$ cat config.mk
export PLATFORM = sky130hd
export DESIGN_NAME = uart_msg_sched
export DESIGN_NICKNAME = d
export VERILOG_FILES = /design/src/rtl/uart_msg_sched.sv
export SDC_FILE = /design/constraint.sdc
export NUM_CORES = 1
export LEC_CHECK = 0
export ABC_AREA = 1
export CELL_PAD_IN_SITES_DETAIL_PLACEMENT = 0
export CELL_PAD_IN_SITES_GLOBAL_PLACEMENT = 2
export CORE_MARGIN = 2
export CORE_UTILIZATION = 35
export DETAILED_ROUTE_END_ITERATION = 12
export GPL_TIMING_DRIVEN = 0
export PLACE_DENSITY = 0.78
export SYNTH_ARGS = -nofsm -noshare
export SYNTH_HDL_FRONTEND = slang
export SYNTH_SLANG_ARGS = --single-unit
$ cat constraint.sdc
create_clock -name clk -period 3.3 [get_ports clk]
set_clock_uncertainty 0.05 [all_clocks]
set_input_delay 0.495 -clock clk [delete_from_list [all_inputs] [get_ports clk]]
set_output_delay 0.495 -clock clk [all_outputs]
set_load 0.02 [all_outputs]
$ cat src/rtl/uart_msg_sched.sv
// rtl/uart_msg_sched.sv - feeds latched ASCII messages byte-by-byte to the UART TX core
// Optional trailing XOR checksum byte: define UART_MSG_CHKSUM_EN.
module uart_msg_sched #(
    parameter int CNT1US   = 81,
    parameter int GAP_US   = 100,
    parameter int ACK_TO   = 16,
    parameter int MAXBYTES = 10
) (
    input  logic                  clk,
    input  logic                  rst_n,
    input  logic                  msg_req_i,
    input  logic [8*MAXBYTES-1:0] msg_data_i,
    input  logic [5:0]            msg_len_i,
    input  logic                  tx_ready_i,
    output logic                  tx_start_o,
    output logic [7:0]            tx_byte_o,
    output logic                  busy_o,
    output logic                  done_o,
    output logic                  drop_o,
    output logic                  err_o
);
    localparam int DW      = 8 * MAXBYTES;
    localparam int GAP_CYC = GAP_US * CNT1US;
    localparam int GAP_W   = (GAP_CYC > 1) ? $clog2(GAP_CYC) : 1;
    localparam int ACK_W   = $clog2(ACK_TO) + 1;
    localparam logic [GAP_W-1:0] GAP_LAST = GAP_W'(GAP_CYC - 1);
    localparam logic [ACK_W-1:0] ACK_LAST = ACK_W'(ACK_TO - 1);

    typedef enum logic [2:0] {S_IDLE, S_LOAD, S_START, S_ACK, S_DRAIN, S_GAP} state_t;

    state_t           state_q, state_d;
    logic             act_valid_q, act_valid_d, pend_valid_q, pend_valid_d;
    logic [DW-1:0]    act_data_q, act_data_d, pend_data_q, pend_data_d;
    logic [DW-1:0]    work_q, work_d, aligned;
    logic [5:0]       act_len_q, act_len_d, pend_len_q, pend_len_d;
    logic [5:0]       k_q, k_d, last_k;
    logic [7:0]       byte_q, byte_d;
    logic [ACK_W-1:0] ack_cnt_q, ack_cnt_d;
    logic [GAP_W-1:0] gap_cnt_q, gap_cnt_d;
    logic             start_q, start_d, done_q, done_d, drop_q, drop_d, err_q, err_d;
    logic             len_bad, promote;
`ifdef UART_MSG_CHKSUM_EN
    logic [7:0]       chk_q, chk_d;
`endif

    // Left-align the right-justified string so byte k is always the top byte after k shifts.
    assign aligned = act_data_q << {6'(MAXBYTES) - act_len_q, 3'b000};
    assign len_bad = (msg_len_i == 6'd0) || (msg_len_i > 6'(MAXBYTES));
`ifdef UART_MSG_CHKSUM_EN
    assign last_k  = act_len_q;
`else
    assign last_k  = act_len_q - 6'd1;
`endif

    always_comb begin
        state_d      = state_q;
        act_valid_d  = act_valid_q;
        act_data_d   = act_data_q;
        act_len_d    = act_len_q;
        pend_valid_d = pend_valid_q;
        pend_data_d  = pend_data_q;
        pend_len_d   = pend_len_q;
        work_d       = work_q;
        k_d          = k_q;
        byte_d       = byte_q;
        ack_cnt_d    = ack_cnt_q;
        gap_cnt_d    = gap_cnt_q;
        start_d      = 1'b0;
        done_d       = 1'b0;
        drop_d       = 1'b0;
        err_d        = 1'b0;
        promote      = 1'b0;
`ifdef UART_MSG_CHKSUM_EN
        chk_d        = chk_q;
`endif
        case (state_q)
            S_IDLE: begin
                if (act_valid_q) begin
                    state_d = S_LOAD;
                end else if (pend_valid_q) begin
                    promote      = 1'b1;
                    act_valid_d  = 1'b1;
                    act_data_d   = pend_data_q;
                    act_len_d    = pend_len_q;
                    pend_valid_d = 1'b0;
                end
            end
            S_LOAD: begin
                k_d     = 6'd0;
                byte_d  = aligned[DW-1 -: 8];
                work_d  = aligned << 8;
`ifdef UART_MSG_CHKSUM_EN
                chk_d   = 8'h00;
`endif
                state_d = S_START;
            end
            S_START: begin
                if (tx_ready_i) begin
                    start_d   = 1'b1;
                    ack_cnt_d = '0;
                    state_d   = S_ACK;
                end
            end
            S_ACK: begin
                if (!tx_ready_i) begin
                    state_d = S_DRAIN;
                end else if (ack_cnt_q == ACK_LAST) begin
                    err_d       = 1'b1;
                    act_valid_d = 1'b0;
                    state_d     = S_IDLE;
                end else begin
                    ack_cnt_d = ack_cnt_q + 1'b1;
                end
            end
            S_DRAIN: begin
                if (tx_ready_i) begin
                    if (k_q == last_k) begin
                        done_d      = 1'b1;
                        act_valid_d = 1'b0;
                        state_d     = S_IDLE;
                    end else begin
                        k_d       = k_q + 6'd1;
                        byte_d    = work_q[DW-1 -: 8];
                        work_d    = work_q << 8;
`ifdef UART_MSG_CHKSUM_EN
                        chk_d     = chk_q ^ byte_q;
                        if (k_d == act_len_q) byte_d = chk_q ^ byte_q;
`endif
                        gap_cnt_d = '0;
                        state_d   = (GAP_CYC == 0) ? S_START : S_GAP;
                    end
                end
            end
            S_GAP: begin
                if (gap_cnt_q == GAP_LAST) state_d = S_START;
                else gap_cnt_d = gap_cnt_q + 1'b1;
            end
            default: state_d = S_IDLE;
        endcase

        // A request coinciding with promotion lands in the slot being vacated.
        if (msg_req_i) begin
            if (len_bad) begin
                err_d = 1'b1;
            end else if (state_q == S_IDLE && !act_valid_q && !pend_valid_q) begin
                act_valid_d = 1'b1;
                act_data_d  = msg_data_i;
                act_len_d   = msg_len_i;
            end else if (!pend_valid_q || promote) begin
                pend_valid_d = 1'b1;
                pend_data_d  = msg_data_i;
                pend_len_d   = msg_len_i;
            end else begin
                drop_d = 1'b1;
            end
        end
    end

    always_ff @(posedge clk or negedge rst_n) begin
        if (!rst_n) begin
            state_q      <= S_IDLE;
            act_valid_q  <= 1'b0;
            act_data_q   <= '0;
            act_len_q    <= '0;
            pend_valid_q <= 1'b0;
            pend_data_q  <= '0;
            pend_len_q   <= '0;
            work_q       <= '0;
            k_q          <= '0;
            byte_q       <= '0;
            ack_cnt_q    <= '0;
            gap_cnt_q    <= '0;
            start_q      <= 1'b0;
            done_q       <= 1'b0;
            drop_q       <= 1'b0;
            err_q        <= 1'b0;
`ifdef UART_MSG_CHKSUM_EN
            chk_q        <= '0;
`endif
        end else begin
            state_q      <= state_d;
            act_valid_q  <= act_valid_d;
            act_data_q   <= act_data_d;
            act_len_q    <= act_len_d;
            pend_valid_q <= pend_valid_d;
            pend_data_q  <= pend_data_d;
            pend_len_q   <= pend_len_d;
            work_q       <= work_d;
            k_q          <= k_d;
            byte_q       <= byte_d;
            ack_cnt_q    <= ack_cnt_d;
            gap_cnt_q    <= gap_cnt_d;
            start_q      <= start_d;
            done_q       <= done_d;
            drop_q       <= drop_d;
            err_q        <= err_d;
`ifdef UART_MSG_CHKSUM_EN
            chk_q        <= chk_d;
`endif
        end
    end

    assign tx_start_o = start_q;
    assign tx_byte_o  = byte_q;
    assign done_o     = done_q;
    assign drop_o     = drop_q;
    assign err_o      = err_q;
    assign busy_o     = (state_q != S_IDLE) | act_valid_q | pend_valid_q;

endmodule
* Yosys cells after proc, flatten, opt, wreduce, memory -nomap -nowiden *
Cells that the tools add are included.

storage, ports and cells
  bits in registers = 293
  output and inout bits = 13

cells by class
  $add $sub $neg = 5
  $lt $le $gt $ge = 1
  eq/ne operators = 17
  shift operators = 1
  multiplexer cells = 69
  bitwise logic cells = 4
  reductions and logical operators = 17

operators with widths
  operator                                            number
  2-to-1 mux 80 bit                                   8
  case mux 80 bit (2 select lines)                    1
  << shifter 80 x 9 -> 80 bit                         1
  2-to-1 mux 6 bit                                    8
  2-to-1 mux 13 bit                                   3
  2-to-1 mux 1 bit                                    31
  case mux 13 bit (2 select lines)                    1
  2-to-1 mux 3 bit                                    7
  case mux 3 bit (6 select lines)                     1
  2-to-1 mux 8 bit                                    2
  inequality test 2 bit, second input constant        8
  case mux 8 bit (2 select lines)                     1
  2-to-1 mux 5 bit                                    3
  adder 13 x 1 -> 13 bit, second input constant       1
  == test 13 bit, second input constant               1
  case mux 6 bit (2 select lines)                     1
  AND reduction 4 bit                                 3
  case mux 5 bit (2 select lines)                     1
  adder 6 x 1 -> 6 bit, second input constant         1
  == test 3 x 2 -> 1 bit, second input constant       2
  == test 3 bit, second input constant                2
  == test 6 bit                                       1
  > comparator 6 x 4 -> 1 bit, second input constant  1
  zero test 6 bit                                     1
  other kinds (17)                                    24

* Logic depth before layout (Yosys ltp) *
  depth after elaboration = 8
  gate-level depth with buffers = 19

* Worst setup path before layout *
No wires, ideal clock.

  path kind = reg2reg
  from = reg act_len_q[0]
  to = reg work_q[63]
  setup time = 0.113 ns
  arrival time = 2.402 ns
  data required time = 3.137 ns
  path slack = 0.735 ns
  stages on the path, launching flop included = 17
  buffers on the path = 5
  clock period less this slack = 2.565 ns
  cells stage by stage = dfrtp_1 buf_4 inv_1 buf_4 buf_2 ha_1 buf_2 xor2_1 nand3_1 nor2_1 nand3_2 nand3_2 nand2_2 buf_6 or2_0 nand2_1 inv_1

on the way
  word-level cells in the longest chain between the ends = 4
  elaborated cells on any way between the ends = 7

RTL lines
  what                                                               line  source
  from (decl)                                                        35    logic [5:0] act_len_q, act_len_d, pend_len_q, pend_len_d;
  from (signal assigned)                                             184   act_len_q <= act_len_d;
  branches (longest 4 deep; another with subtractor 4 x 6 -> 6 bit)  -
  to (signal assigned)                                               188   work_q <= work_d;
  to (decl)                                                          34    logic [DW-1:0] work_q, work_d, aligned;

Several ways; the timed one is not identified.
A chain may end at the register's enable or synchronous reset.

* Worst setup path in the final report *
  from = reg act_len_q[0]
  to = reg work_q[54]

Same word-level chain as after synthesis.

==> impl_metrics.json <==
{
  "fin_nets": 2403,
  "synth_cell_types": 48,
  "synth-seq-area-share_pct": 45.2,
  "diodes": 0,
  "yosys.area.top_type_share_pct": 45.2,
  "vias_per_cell": 5.20,
  "crit_buf_inv": 7,
  "portBuffers": 102,
  "antenna_left": 0,
  "period_needed_ns": 3.11,
  "rsz0062_at_grt": "false",
  "p_clk_share_pct": 19.3,
  "synthArstFlopShare_pct": 100,
  "cts_buffers": 36,
  "reg2reg_to": "work_q[54]",
  "start_util_pct": 35.6,
  "pwr-share-comb_pct": 52.4,
  "area_growth_pct": 19.5,
  "yosys-top-cells-count": "672 x nand2_1, 285 x dfrtp_1, 182 x o21ai_0",
  "powerDensity_nw_per_um2": 1120,
  "synth_edf_count": 0,
  "ys_ff_latch": 285,
  "fmax_mhz": 321,
  "drtIter0Drc": 1327,
  "crit_path_start_kind": "register",
  "insertion_delay_ns": 0.55,
  "p_int_w": 0.0108,
  "yosys.area.top_type": "dfrtp_1",
  "crit_slowest_cell": "dfrtp_1",
  "synth_warnings": 0,
  "cts_root_buffer": "clkbuf_16",
  "netlist_area_um2": 15800,
  "netlist_instances": 2165,
  "swShare_pct": 49.0,
  "total_power_w": 0.0212,
  "slew_headroom_pct": 37.4,
  "tritoncts": "built",
  "core_area_um2": 44300,
  "tns_ns": 0,
  "r2r_start": "act_len_q[0]",
  "worstPathRequired_ns": 3.72,
  "antenna_found_initial": 1,
  "fp.dieH_um": 216,
  "postCtsSetupBuffers": 0,
  "die_area_um2": 46800,
  "worstSetupEndpointType": "register",
  "clock-sinks": 285,
  "grt_max_degree": 111,
  "setup-violations-final": 0,
  "n_fill_cell": 4679,
  "rrSetupSlack_ns": 0.19,
  "hold_path.class": "reg2reg",
  "clock_path_buffers": 3,
  "yosys-top-cells-area": "dfrtp_1 45%, nand2_1 16%, o21ai_0 5.8%",
  "worst-slew-pin-transition_ns": 0.932,
  "critical_path.top_delay_family": "buffers and inverters",
  "setup_slack_ns": 0.186,
  "syn_avg_cell_area_um2": 7.29,
  "synthesis.nets": 2261,
  "cp-endpoint": "work_q[54]",
  "reg2reg_depth": 12,
  "die_x_um": 216,
  "cp_max_fo": 19,
  "power.switching_w": 0.0104,
  "cts.htree.levels": 2,
  "path_cells": "buf_4 > clkinvlp_4 > buf_6 > ha_1 > buf_2 > inv_1 > buf_2 > buf_2 > nand3_1 > nand3_1 > nand3_1 > a21oi_1",
  "clk_pin_slew_ns": 0.06,
  "path_depth": 12,
  "place_ws_ns": -0.352,
  "hpwl_um": 48300,
  "grt_usage_pct": 26.9,
  "num_io_pins": 103,
  "hold_viol": 0,
  "synth_most_common_cell": "nand2_1",
  "drive_gt1_share_pct": 9.14,
  "synth-main-ff-cell": "dfrtp_1",
  "avgRoutedWirePerCell_um": 21.4,
  "peakVddDrop_uv": 411,
  "grt-ovfl-total": 0,
  "max_stage_delay_ns": 0.37,
  "cellLeakagePower_nw": 8.74,
  "drc_errors": 0,
  "maxSlewViolCount": 0,
  "status": "complete, no violations",
  "wirelength_um": 62400,
  "crit_start": "act_len_q[0]",
  "power_frac_seq_pct": 28.3,
  "grt_pass1_vias": 14700,
  "num_vias": 15200,
  "first_pass_iters": 6,
  "cap_violations": 0,
  "routabilityCongestion": 0.979,
  "rows": 77,
  "grt_pass1_wl_um": 94600,
  "criticalPathCategory": "reg2reg",
  "arrival_ns": 3.53,
  "post-route-period-util_pct": 94.4
}
## per-stage QoR
step                      cell area, um2  hold WS, ns  util [%]  cells
after global routing               18900        0.452      42.5   2923
after floorplan                    15800        0.149         -   2165
after global placement             17500        0.406      39.6   2859
after CTS                          18800        0.425      42.5   2923
final                              18900        0.422      42.5   2923
after detailed placement           17600        0.411      39.7   2861
## metal layers
metal / vias up / global-route usage [%] / part of all wire (%)
met1: 7326 / 39.5 / 48
li1: 7325 / - / -
met3: 99 / 3.28 / 5.0
met5: - / 0 / 0.019
met2: 445 / 41.1 / 44
met4: 2 / 8.42 / 3.0
## power by group through the flow
stage | Sequential (W) | Combinational (W) | Clock (W)
after detailed placement | 0.00605 | 0.0108 | 0
after CTS | 0.00601 | 0.0109 | 0.00418
after global placement | 0.00603 | 0.0108 | 0
after floorplan | 0.00573 | 0.00690 | 0
after global routing | 0.00616 | 0.0121 | 0.00434
final | 0.00600 | 0.0111 | 0.00410
## registers in the layout, indices dropped and copies added (netlist names)
| signal | cells |
|---|---|
| drop_o | 1 |
| pend_len_q | 6 |
| tx_byte_o | 8 |
| work_q | 72 |
| done_o | 1 |
| gap_cnt_q | 13 |
| act_valid_q | 1 |
| tx_start_o | 1 |
| k_q | 6 |
| pend_data_q | 80 |
| pend_valid_q | 1 |
| act_len_q | 6 |
| ack_cnt_q | 5 |
| state_q | 3 |
| act_data_q | 80 |
| err_o | 1 |
## worst register-to-register path: cells and delay by family (launching register included)
| kind | cells | cell delay, ns |
|---|---|---|
| AND/OR/NAND/NOR | 3 | 0.57 |
| adder cells (fa/ha/maj) | 1 | 0.30 |
| AO/OA/AOI/OAI | 1 | 0.19 |
| flip-flops | 1 | 0.37 |
| buffers and inverters | 7 | 1.56 |
## layout make-up
type                       instances  area, um2  share of cell area, %
multi-input combinational       1557       7210                   38.2
sequential                       285       7130                   37.8
clock buffer                      55       1120                   5.96
timing repair buffer             105       1090                   5.79
buffer                           136        758                   4.02
tap                              592        741                   3.93
inverter                         186        707                   3.75
clock inverter                     7       92.6                  0.491
## logic make-up (layout without fill, tap and decap cells)
group / count (synthesis) / count (layout) / share of synthesized area, %
simple gates: 1032 / 1032 / 27.5
compound gates: 501 / 501 / 16.6
buf+inv: 323 / 489 / 9.17
flops: 285 / 285 / 45.2
xor+xnor: 18 / 18 / 1.05
fa+ha+maj: 6 / 6 / 0.476
## worst min path at each step
stage                     cells past startpoint       startpoint  slack (ns)         endpoint
after global placement                        2  pend_data_q[37]        0.41  pend_data_q[37]
after detailed placement                      2  pend_data_q[45]        0.41  pend_data_q[45]
after CTS                                     2  pend_data_q[45]        0.43  pend_data_q[45]
final                                         2  pend_data_q[22]        0.42  pend_data_q[22]
after floorplan                               0            rst_n        0.15     ack_cnt_q[0]
after global routing                          2  pend_data_q[73]        0.45  pend_data_q[73]
## what timing repair did
| item | 4_1_cts | 5_1_grt |
|---|---|---|
| endpoints found under the hold margin | 85 | 0 |
| hold buffers | 1 | 0 |
| pin swaps | 0 | 0 |
| endpoints found under the setup margin | 67 | 24 |
| gates resized for setup | 12 | 9 |
## layout by cell type, fill, tap and decap left out, types with 15 or more instances in the layout
| cell type | netlist | final |
|---|---|---|
| clkdlybuf4s50_1 | 0 | 101 |
| buf_2 | 63 | 65 |
| a21oi_1 | 146 | 144 |
| nor2_1 | 143 | 142 |
| xor2_1 | 15 | 15 |
| clkbuf_16 | 0 | 37 |
| buf_6 | 16 | 17 |
| clkbuf_1 | 42 | 40 |
| nand3_1 | 151 | 151 |
| nand2_1 | 672 | 672 |
| o21ai_1 | 111 | 112 |
| inv_1 | 174 | 173 |
| o21ai_0 | 182 | 181 |
| a31oi_1 | 29 | 29 |
| dfrtp_1 | 285 | 285 |
Note: power is estimated with default switching activity, not from simulation.
